[src/rtl/uart_tx.sv]
// uart_tx: FIFO-buffered UART transmitter, 8N1 LSB first; define UART_TX_PARITY_EN
// to insert a parity bit (sense set by PARITY_ODD) between bit 7 and the stop bit.
module uart_tx #(
  parameter int CLKS_PER_BIT = 868,
  parameter int FIFO_DEPTH   = 4,
  parameter bit PARITY_ODD   = 1'b0
) (
  input  logic       clk,
  input  logic       rst,
  input  logic       tx_dv,
  input  logic [7:0] tx_byte,
  output logic       tx_ready,
  output logic       tx,
  output logic       tx_busy,
  output logic       tx_done
);
  localparam int CW = $clog2(CLKS_PER_BIT);
  localparam int AW = $clog2(FIFO_DEPTH);
  localparam logic [CW-1:0] LAST = CW'(CLKS_PER_BIT - 1);
`ifdef UART_TX_PARITY_EN
  typedef enum logic [2:0] {S_IDLE, S_START, S_DATA, S_PARITY, S_STOP} state_t;
`else
  typedef enum logic [2:0] {S_IDLE, S_START, S_DATA, S_STOP} state_t;
  localparam bit unused_parity_odd = PARITY_ODD;
`endif
  state_t        state_q, state_d;
  logic [CW-1:0] clk_cnt_q, clk_cnt_d;
  logic [2:0]    bit_idx_q, bit_idx_d;
  logic [7:0]    data_q, data_d;
  logic          tx_q, tx_d, done_q, done_d;
  logic [7:0]    mem_q [FIFO_DEPTH];
  logic [AW-1:0] wr_q, rd_q;
  logic [AW:0]   cnt_q;
  logic          push, pop, empty, last;
  assign tx_ready = cnt_q != (AW+1)'(FIFO_DEPTH);
  assign push     = tx_dv && tx_ready;
  assign empty    = cnt_q == '0;
  assign last     = clk_cnt_q == LAST;
  assign tx       = tx_q;
  assign tx_busy  = state_q != S_IDLE;
  assign tx_done  = done_q;
  always_ff @(posedge clk)
    if (push) mem_q[wr_q] <= tx_byte;
  always_ff @(posedge clk or posedge rst)
    if (rst) begin
      wr_q      <= '0;
      rd_q      <= '0;
      cnt_q     <= '0;
      state_q   <= S_IDLE;
      clk_cnt_q <= '0;
      bit_idx_q <= '0;
      data_q    <= '0;
      tx_q      <= 1'b1;
      done_q    <= 1'b0;
    end else begin
      wr_q      <= wr_q + AW'(push);
      rd_q      <= rd_q + AW'(pop);
      cnt_q     <= cnt_q + (AW+1)'(push) - (AW+1)'(pop);
      state_q   <= state_d;
      clk_cnt_q <= clk_cnt_d;
      bit_idx_q <= bit_idx_d;
      data_q    <= data_d;
      tx_q      <= tx_d;
      done_q    <= done_d;
    end
  // The stop bit pops the next byte itself so queued frames run with no idle gap.
  always_comb begin
    state_d   = state_q;
    clk_cnt_d = last ? '0 : clk_cnt_q + 1'b1;
    bit_idx_d = bit_idx_q;
    data_d    = data_q;
    tx_d      = tx_q;
    done_d    = 1'b0;
    pop       = 1'b0;
    case (state_q)
      S_IDLE: begin
        clk_cnt_d = '0;
        tx_d      = 1'b1;
        if (!empty) begin
          pop     = 1'b1;
          data_d  = mem_q[rd_q];
          tx_d    = 1'b0;
          state_d = S_START;
        end
      end
      S_START:
        if (last) begin
          tx_d      = data_q[0];
          bit_idx_d = '0;
          state_d   = S_DATA;
        end
      S_DATA:
        if (last) begin
          if (bit_idx_q == 3'd7) begin
`ifdef UART_TX_PARITY_EN
            tx_d    = ^data_q ^ PARITY_ODD;
            state_d = S_PARITY;
`else
            tx_d    = 1'b1;
            state_d = S_STOP;
`endif
          end else begin
            bit_idx_d = bit_idx_q + 3'd1;
            tx_d      = data_q[bit_idx_d];
          end
        end
`ifdef UART_TX_PARITY_EN
      S_PARITY:
        if (last) begin
          tx_d    = 1'b1;
          state_d = S_STOP;
        end
`endif
      S_STOP:
        if (last) begin
          done_d = 1'b1;
          if (!empty) begin
            pop     = 1'b1;
            data_d  = mem_q[rd_q];
            tx_d    = 1'b0;
            state_d = S_START;
          end else begin
            state_d = S_IDLE;
          end
        end
      default: state_d = S_IDLE;
    endcase
  end
endmodule
[config.mk]
export PLATFORM = sky130hd
export DESIGN_NAME = uart_tx
export DESIGN_NICKNAME = d
export VERILOG_FILES = /design/src/rtl/uart_tx.sv
export SDC_FILE = /design/constraint.sdc
export NUM_CORES = 1
export LEC_CHECK = 0
export BUFFER_PORTS_ARGS = -buffer_cell sky130_fd_sc_hd__buf_2
export CORE_MARGIN = 3
export CORE_UTILIZATION = 55
export DETAILED_ROUTE_END_ITERATION = 10
export PLACE_DENSITY = 0.74
export SLEW_MARGIN = 20
export SYNTH_ARGS = -nofsm -noshare
export SYNTH_HDL_FRONTEND = slang
export SYNTH_SLANG_ARGS = --single-unit
[constraint.sdc]
create_clock -name clk -period 4.55 [get_ports clk]
set_clock_uncertainty 0.15 [all_clocks]
set_input_delay 0.2275 -clock clk [delete_from_list [all_inputs] [get_ports clk]]
set_output_delay 0.2275 -clock clk [all_outputs]
set_load 0.05 [all_outputs]
==> results of run 1 <==
-- cell families after synthesis --
logic type	Yosys count	synth area share [%]
flops	64	60.9
simple gates	52	10.6
mux	23	12.9
compound gates	17	4.58
xor+xnor	14	4.24
buf+inv	14	2.16
fa+ha+maj	10	4.58
-- tightest hold or removal path, delay by kind of cell --
kind          cells  cell delay [ns]
buf+inv           2             0.19
simple gates      1             0.16
fa+ha+maj         1             0.12
-- power groups by stage --
stage                     clock network (W)  registers (W)  logic, W
after floorplan                           0       0.000735  0.000124
after global placement                    0       0.000740  0.000157
after detailed placement                  0       0.000749  0.000172
after CTS                          0.000431       0.000737  0.000180
after global routing               0.000459       0.000745  0.000197
final                              0.000419       0.000737  0.000176
-- through the flow --
| step | setup WS [ns] | total power (W) | utilization (%) | cells | hold slack (ns) |
|---|---|---|---|---|---|
| 2_1_floorplan | 2.19 | 0.000860 | - | 194 | 0.176 |
| 6_report | 1.98 | 0.00133 | 67.2 | 295 | 0.271 |
| 5_1_grt | 1.83 | 0.00140 | 67.2 | 295 | 0.314 |
| 4_1_cts | 1.96 | 0.00135 | 67.1 | 295 | 0.251 |
| 3_5_place_dp | 2.03 | 0.000921 | 61.8 | 270 | 0.189 |
| 3_3_place_gp | 2.10 | 0.000897 | 61.6 | 270 | 0.169 |
-- layer usage --
layer / part of all wire (%) / wire, um / global-route usage (%) / vias to the layer above
li1: - / - / - / 772
met1: 45 / 2100 / 23.3 / 822
met2: 51 / 2400 / 28.9 / 26
met3: 3.4 / 158 / 4.93 / 7
met4: 0.98 / 46 / 5.24 / 0
met5: 0 / 0 / 0 / -
-- final timing paths --
check / slack (ns) / cells after the start / to / from
setup / recovery: 1.98 / 9 / cnt_q[2] / clk_cnt_q[0]
hold / removal: 0.27 / 4 / wr_q[0] / tx_dv
setup reg to reg: 1.98 / 9 / cnt_q[2] / clk_cnt_q[0]
hold reg to reg: 0.35 / 1 / clk_cnt_q[0] / clk_cnt_q[0]
max in group asynchronous: 3.54 / 4 / tx / rst
min in group asynchronous: 0.38 / 4 / clk_cnt_q[3] / rst
-- timing repair --
| item | in CTS | in global routing |
|---|---|---|
| hold buffers | 9 | 0 |
| buffers inserted | 0 | 0 |
| hold endpoints to repair | 63 | 0 |
-- state kept, by name (all words and copies together) (netlist names) --
register   count
state_q        2
tx_done        1
rd_q           2
wr_q           2
tx             1
clk_cnt_q     10
mem_q         32
cnt_q          3
data_q         8
bit_idx_q      3
-- area by class of cell --
type	instances	area (um^2)
sequential	64	1760
inverter	8	30.0
clock buffer	9	124
tap	67	83.8
multi-input combinational	116	1080
timing repair buffer	24	168
fill	364	1610
clock inverter	7	47.5
-- placed cells by master, fill, tap and decap left out, types with 2 or more instances in the layout --
| cell type | netlist | final |
|---|---|---|
| a21oi_1 | 3 | 3 |
| a22o_1 | 5 | 5 |
| and3_1 | 4 | 4 |
| buf_2 | 2 | 14 |
| clkbuf_8 | 0 | 9 |
| clkinv_2 | 0 | 2 |
| clkinv_4 | 0 | 2 |
| dfrtp_1 | 31 | 31 |
| dlygate4sd3_1 | 0 | 9 |
| edfxtp_1 | 32 | 32 |
| ha_1 | 9 | 9 |
| inv_1 | 8 | 8 |
| mux2_2 | 2 | 2 |
| mux2_4 | 8 | 8 |
| mux2i_1 | 4 | 4 |
| mux4_2 | 8 | 8 |
| nand2_1 | 7 | 7 |
| nand2b_1 | 2 | 2 |
| nand3_1 | 4 | 4 |
| nor2_1 | 14 | 14 |
| nor3_1 | 4 | 3 |
| nor3_2 | 2 | 3 |
| nor3b_2 | 0 | 2 |
| xnor2_1 | 5 | 5 |
| xor2_1 | 9 | 9 |
==> summary.txt, run 1 <==
Clock tree
  • Post_cts resized: 0
  • Num CTS Buffers: 9
  • Clock transition at path regs: 0.08 ns
  • Root buffer cell: clkbuf_8
  • H-Tree Depth: 3
  • Clk buf depth: 2
  • Clk_lat worst skew: 0.33 ns
  • TritonCTS clock tree: done
  • CTS sink count: 64

Synth
  • Synth cell types: 48
  • Top-count cell post-synth: edfxtp_1
  • Synth area leaders: edfxtp_1 (33%), dfrtp_1 (27%), mux4_2 (6.2%)
  • Synth Flop Type: edfxtp_1
  • Asr flop ratio synth: 50.0%
  • Top cell type's share of synthesized area: 33.2%
  • Number of synthesized flops with an enable pin: 32
  • Ys Warns: 0
  • Mean Syn Cell Area: 14.9 um^2
  • Synth cell count leaders: edfxtp_1 (32), dfrtp_1 (31), nor2_1 (14)
  • Yosys reg bits: 64
  • Post-Syn Instances: 194
  • Cell Area, Synth: 2890 um^2
  • Post-synthesis sequential area ratio: 60.9%
  • Yosys top cell by area: edfxtp_1
  • Post-Syn Nets: 215

Critical path
  • Crit-path leading delay family: adder cells
  • CP cell instances: ha_1 -> and4b_1 -> a41oi_1 -> nor3_2 -> xnor2_1 -> ha_1 -> fa_1 -> xnor2_1 -> xnor2_1
  • CP max stage cell: dfrtp_1
  • Worst path most repeated cell: xnor2_1
  • Crit path max fanout: 4
  • CP Data Arrival Time: 2.67 ns
  • CP endpoint kind: flop
  • CP bufs+invs: 0
  • CP Class: reg -> reg
  • Critical Path RT: 4.64 ns
  • Worst setup SP type: flop
  • Critical path's largest stage delay: 0.41 ns

Floorplanning
  • Core box area: 4910 um^2
  • DIE WIDTH: 78.5 um
  • Num ports: 15
  • Chip height: 78.5 um
  • Initial Utilization: 58.9%
  • Row Count: 25
  • Die Area: 6170 um^2

Pwr
  • Internal: 0.000967 W
  • Power density over the cells: 404 nW/um^2
  • Combinational power share: 13.2%
  • Flop pwr share: 55.3%
  • Sw Ratio: 27.4%
  • LEAKAGE: 1.35 nW
  • P_sw: 0.000365 W
  • Clock network fraction of design power: 31.5%
  • Peak supply drop: 0.393 mV

Routing
  • Avg WL per Cell: 16.0 um
  • Via-per-instance ratio: 5.52
  • Remaining DRCs: 0
  • Antenna Nets Post-Route: 0
  • Final wirelength: 4710 um
  • Initial DRC Count: 55
  • DR pass1 iterations: 4
  • Via count: 1627

STA
  • RSZ-0062 raised after global routing: no
  • Final Setup Violations: 0
  • Relative slew slack: 52.0%
  • Fmax: 389 MHz
  • Worst-margin pin slew: 0.716 ns
  • Max-slew violation count: 0
  • Fin. Hold Viols: 0
  • Final Cycle Share: 56.5%
  • Min cycle time layout: 2.57 ns
  • Setup TNS Final: 0 ns

Placement
  • Port Buffers: 14
  • HPWL after DPL: 3260 um
  • Total placed instance area: 3030 um^2
  • Gp weighted congestion: 0.804

GRT
  • Vias in the first global route: 1761
  • First-pass GRT wire length: 8340 um
  • Initial antenna violation count: 0
  • Largest net degree at the start of global routing: 33
  • GRT Total Usage: 17.7%
  • Grt ovf: 0

Job
  • Max Cap Violations: 0

Worst hold path
  • Hold crit path type: in -> reg

Layout
  • Nets@finish: 244
  • Share of cells above drive strength 1: 25.9%
  • Layout Area Growth over Synthesis: 14.0%
  • Ant diodes: 0
  • Final Cell Area: 3300 um^2

Status
  • Status: finished, final reports clean
(Power assumes the default switching activity.)
==> run 2, diff against run 1 <==
==> constraint.sdc (replaced) <==
create_clock -name clk -period 2.6 [get_ports clk]
set_clock_uncertainty 0.15 [all_clocks]
set_input_delay 0.13 -clock clk [delete_from_list [all_inputs] [get_ports clk]]
set_output_delay 0.13 -clock clk [all_outputs]
set_load 0.05 [all_outputs]
==> run 2 against run 1 <==
  * Via count grew 4.5%
  * Global-route usage grew 0.28 points
  * Critical path depth is the same
==> summary.txt, run 2 (synthesis gave the netlist of run 1 again) <==
Status
  • Status: finished, final reports clean

Critical path
  • Critical Path RT: 2.70 ns
  • Critical path's largest stage delay: 0.41 ns
  • CP Class: reg -> reg
  • Worst setup SP type: flop
  • Worst r2r src: clk_cnt_q[0]
  • CP Depth: 9
  • CP bufs+invs: 0
  • Worst reg2reg endpoint: cnt_q[2]
  • R2R depth: 9
  • Crit-path leading delay family: adder cells
  • R2r setup slk: 0.09 ns
  • CP cell instances: ha_4 -> and4b_1 -> a41oi_2 -> nor3_2 -> xnor2_1 -> ha_1 -> fa_1 -> xnor2_1 -> xnor2_1
  • Worst path most repeated cell: xnor2_1
  • CP endpoint kind: flop
  • Crit path max fanout: 3
  • CP Data Arrival Time: 2.61 ns
  • CP max stage cell: dfrtp_1

Routing
  • Final wirelength: 4950 um
  • Antenna Nets Post-Route: 0
  • Initial DRC Count: 97
  • Via count: 1700
  • DR pass1 iterations: 6
  • Via-per-instance ratio: 5.56
  • Avg WL per Cell: 16.2 um
  • Remaining DRCs: 0

Layout
  • Share of cells above drive strength 1: 29.7%
  • Fillers: 328
  • Max reg flops: 32
  • Layout Area Growth over Synthesis: 19.1%
  • Most flops, register: mem_q
  • Nets@finish: 255
  • Final Cell Area: 3450 um^2
  • Most common cell after layout, fill and taps aside: edfxtp_1
  • Post-route insts no fill: 306
  • Commonest non-fill, non-tap cells in the layout: edfxtp_1 (32), dfrtp_1 (31), nor2_1 (14), buf_2 (14), buf_4 (12)
  • Ant diodes: 0
  • Largest registers: mem_q: 32 flops, clk_cnt_q: 10 flops, data_q: 8 flops
  • Final core utilization: 70.2%

Placement
  • HPWL after DPL: 3440 um
  • Post-place setup slack: 0.0396 ns
  • Total placed instance area: 3070 um^2
  • Dpl cells: 276
  • Port Buffers: 14
  • Gp weighted congestion: 0.815

Floorplanning
  • DIE WIDTH: 78.5 um
  • Row Count: 25
  • Initial Utilization: 58.9%
  • Num ports: 15
  • Core box area: 4910 um^2
  • Die Area: 6170 um^2
  • Chip height: 78.5 um

GRT
  • Grt ovf: 0
  • First-pass GRT wire length: 8450 um
  • Initial antenna violation count: 0
  • Vias in the first global route: 1812
  • GRT Total Usage: 18.0%
  • Largest net degree at the start of global routing: 33

Worst hold path
  • Hold endpoint: wr_q[0]
  • Hold depth: 4
  • Min-delay src: tx_dv
  • Hold crit path type: in -> reg

Pwr
  • LEAKAGE: 1.42 nW
  • Peak supply drop: 0.617 mV
  • Power density over the cells: 742 nW/um^2

Clock tree
  • Clk_lat worst skew: 0.33 ns
  • Num CTS Buffers: 9
  • Clock transition at path regs: 0.08 ns
  • Clk buf depth: 2
  • TritonCTS clock tree: done
  • Root buffer cell: clkbuf_8
  • CTS sink count: 64
  • H-Tree Depth: 3

STA
  • Fin. Hold Viols: 0
  • Final Cycle Share: 96.4%
  • Final Setup Violations: 0
  • Final worst setup slack: 0.0939 ns
  • Min cycle time layout: 2.51 ns
  • Relative slew slack: 62.0%
  • Worst-margin pin slew: 0.569 ns
  • Fmax: 399 MHz
  • Max-slew violation count: 0
  • Post-route worst hold slack: 0.148 ns

Job
  • Max Cap Violations: 0
-- run 2: layout make-up --
| cell class | count | area (um^2) | area share [%] |
|---|---|---|---|
| sequential | 64 | 1760 | 51.1 |
| inverter | 8 | 30.0 | 0.871 |
| tap | 67 | 83.8 | 2.43 |
| timing repair buffer | 35 | 250 | 7.26 |
| clock inverter | 7 | 103 | 2.98 |
| multi-input combinational | 116 | 1090 | 31.7 |
| clock buffer | 9 | 124 | 3.59 |
-- run 2: how the worst max path moves through the flow --
| stage | start | endpoint | slack (ns) |
|---|---|---|---|
| after floorplan | clk_cnt_q[0] | cnt_q[2] | 0.24 |
| after global placement | clk_cnt_q[0] | cnt_q[2] | 0.15 |
| after detailed placement | clk_cnt_q[0] | cnt_q[2] | 0.04 |
| after CTS | clk_cnt_q[0] | cnt_q[2] | 0.02 |
| after global routing | clk_cnt_q[0] | cnt_q[2] | -0.02 |
| final | clk_cnt_q[0] | cnt_q[2] | 0.09 |
-- run 2: metal layers --
layer,GRT usage (%),share of wire (%),vias up
met1,23.2,45,850
met3,4.24,3.1,4
li1,-,-,807
met4,7.87,0.81,0
met2,29.2,51,39
met5,0,0,-
-- run 2: power breakdown --
part           leakage, nW  total (W)  internal [W]  switching [W]
sequential           0.686    0.00129       0.00122      0.0000668
combinational        0.624   0.000324      0.000144       0.000180
clock                0.110   0.000948      0.000549       0.000398
-- run 2: metrics by stage --
stage	total power, W	TNS, ns
detailed placement	0.00162	0
finish	0.00256	0
CTS	0.00258	0
global placement	0.00160	0
floorplan	0.00150	0
global route	0.00268	-0.0233
-- run 2: tightest hold or removal path, stage by stage --
cell	delay (ns)
buf_2	0.08
nand2_1	0.15
inv_1	0.12
ha_1	0.12
-- run 2: repair_timing --
action | 4_1_cts | 5_1_grt
hold buffers | 9 | 0
hold endpoints to repair | 63 | 0
endpoints found under the setup margin | 0 | 1
resized for setup | 0 | 4
setup buffers | 0 | 5
==> run 3, diff against run 2 <==
--- a/config.mk
+++ b/config.mk
@@ -10,6 +10,7 @@
 export CORE_UTILIZATION = 55
 export DETAILED_ROUTE_END_ITERATION = 10
 export PLACE_DENSITY = 0.74
+export SETUP_SLACK_MARGIN = 0.1
 export SLEW_MARGIN = 20
 export SYNTH_ARGS = -nofsm -noshare
 export SYNTH_HDL_FRONTEND = slang
==> run 3 against run 2 <==
  * Combinational power hardly changed
  * Hold slack got worse by 0.0031 ns
  * Critical path depth unchanged
  * Fmax is 5.9% higher
  * Die area unchanged
  * Global-route usage up 0.37 points
  * Highest routed layer unchanged
  * Sequential power barely moved
  * Worst setup slack improved by 0.14 ns
  * Wire length up 0.51%
  * Critical path type unchanged
  * First-iteration DRC count increased by 12%
  * Sequential share of layout area down 0.11 points
  * Total power about the same
==> summary.txt, run 3 (synthesis gave the netlist of run 1 again) <==
Status
  • Status: finished, final reports clean

STA
  • Final worst setup slack: 0.235 ns
  • Relative slew slack: 62.7%
  • Setup TNS Final: 0 ns
  • RSZ-0062 raised after global routing: no
  • Fmax: 423 MHz
  • Final Cycle Share: 91.0%
  • Min cycle time layout: 2.37 ns
  • Post-route worst hold slack: 0.145 ns
  • Max-slew violation count: 0
  • Worst-margin pin slew: 0.559 ns
  • Fin. Hold Viols: 0
  • Final Setup Violations: 0

Clock tree
  • CTS sink count: 64
  • Root buffer cell: clkbuf_8
  • Num CTS Buffers: 9
  • Clk buf depth: 2
  • H-Tree Depth: 3
  • Clock transition at path regs: 0.07 ns
  • TritonCTS clock tree: done
  • Clk_lat worst skew: 0.33 ns

GRT
  • Met2 usage: 29.9%
  • Routing usage on met3: 4.01%
  • Routing usage on met1: 23.8%
  • Grt ovf: 0
  • Largest net degree at the start of global routing: 33
  • Vias in the first global route: 1839
  • Initial antenna violation count: 0
  • First-pass GRT wire length: 8630 um
  • GRT Max-Usage Layer: met2
  • GRT Total Usage: 18.4%

Layout
  • Layout Area Growth over Synthesis: 19.4%
  • Register Area: 1760 um^2
  • Ant diodes: 0
  • Most common cell after layout, fill and taps aside: edfxtp_1
  • Commonest non-fill, non-tap cells in the layout: edfxtp_1 (32), dfrtp_1 (31), nor2_1 (14), buf_2 (14), buf_4 (13)
  • Largest registers: mem_q: 32 flops, clk_cnt_q: 10 flops, data_q: 8 flops
  • Share of cells above drive strength 1: 30.0%
  • Final core utilization: 70.3%
  • Footprint of the multi-input gates: 1090 um^2
  • Nets@finish: 256
  • Fillers: 329
  • Most flops, register: mem_q
  • Max reg flops: 32

Floorplanning
  • Num ports: 15
  • DIE WIDTH: 78.5 um
  • Initial Utilization: 58.9%
  • Row Count: 25
  • Chip height: 78.5 um
  • Core box area: 4910 um^2
  • Die Area: 6170 um^2

Pwr
  • Peak supply drop: 0.617 mV
  • Power density over the cells: 740 nW/um^2
  • LEAKAGE: 1.43 nW

Placement
  • HPWL after DPL: 3440 um
  • Post-place setup slack: 0.0396 ns
  • Gp weighted congestion: 0.815
  • Port Buffers: 14

Routing
  • Final wirelength: 4970 um
  • Antenna Nets Post-Route: 0
  • Remaining DRCs: 0
  • DR pass1 iterations: 4
  • Initial DRC Count: 109
  • Avg WL per Cell: 16.2 um
  • Via-per-instance ratio: 5.57
  • Via count: 1709

Critical path
  • CP Class: reg -> reg
  • Crit path max fanout: 2
  • Worst setup SP type: flop
  • Critical Path RT: 2.70 ns
  • CP Data Arrival Time: 2.47 ns
  • R2R depth: 9
  • CP endpoint kind: flop

Worst hold path
  • Hold crit path type: in -> reg
  • Hold depth: 4

Job
  • Max Cap Violations: 0
==> run 3: changes by cell type in the layout (fill, tap and decap cells not counted), sizes merged <==
cell / delta
buf: +1
==> run 3: cell type report <==
type                       count  share of cell area [%]
sequential                    64                    51.0
multi-input combinational    116                    31.7
timing repair buffer          36                    7.46
clock buffer                   9                    3.59
clock inverter                 7                    2.97
tap                           67                    2.43
inverter                       8                   0.869
==> run 3: critical path, cell delays in order (launching register included) <==
cell	delay (ns)
dfrtp_1	0.40
ha_4	0.14
and4b_1	0.24
a41oi_2	0.15
nor3_2	0.20
xnor2_1	0.09
ha_1	0.20
fa_1	0.38
xnor2_1	0.19
xnor2_1	0.13
==> run 3: path summary, 6_finish.rpt <==
check / startpoint / end / slack, ns
setup / recovery: clk_cnt_q[0] / cnt_q[2] / 0.23
hold / removal: tx_dv / wr_q[0] / 0.15
setup reg to reg: clk_cnt_q[0] / cnt_q[2] / 0.23
hold reg to reg: data_q[3] / data_q[3] / 0.37
max in group asynchronous: rst / tx / 1.68
min in group asynchronous: rst / clk_cnt_q[2] / 0.30
==> run 3: power breakdown <==
group	internal, W	total [W]	switching (W)
Combinational	0.000144	0.000324	0.000179
Sequential	0.00122	0.00129	0.0000671
Clock	0.000549	0.000947	0.000397
Total	0.00191	0.00256	0.000644
==> run 3: stage by stage <==
| stage | power, W | instance area, um^2 | std cells |
|---|---|---|---|
| final | 0.00256 | 3450 | 307 |
| after global routing | 0.00268 | 3450 | 307 |
| after CTS | 0.00258 | 3410 | 303 |
| after detailed placement | 0.00162 | 3070 | 276 |
| after global placement | 0.00160 | 3070 | 276 |
| after floorplan | 0.00150 | 2890 | 194 |
==> run 3: layer usage <==
| layer | vias up | wire length [um] |
|---|---|---|
| met3 | 5 | 212 |
| met1 | 849 | 2150 |
| li1 | 807 | - |
| met4 | 0 | 40 |
| met2 | 48 | 2570 |
| met5 | - | 0 |
==> run 3: repair_timing <==
action / CTS / global route
setup endpoints to repair: 1 / 1
hold endpoints to repair: 63 / 0
pin swaps: 1 / 3
hold buffers: 9 / 0
buffers inserted: 2 / 4
gates resized for setup: 2 / 2
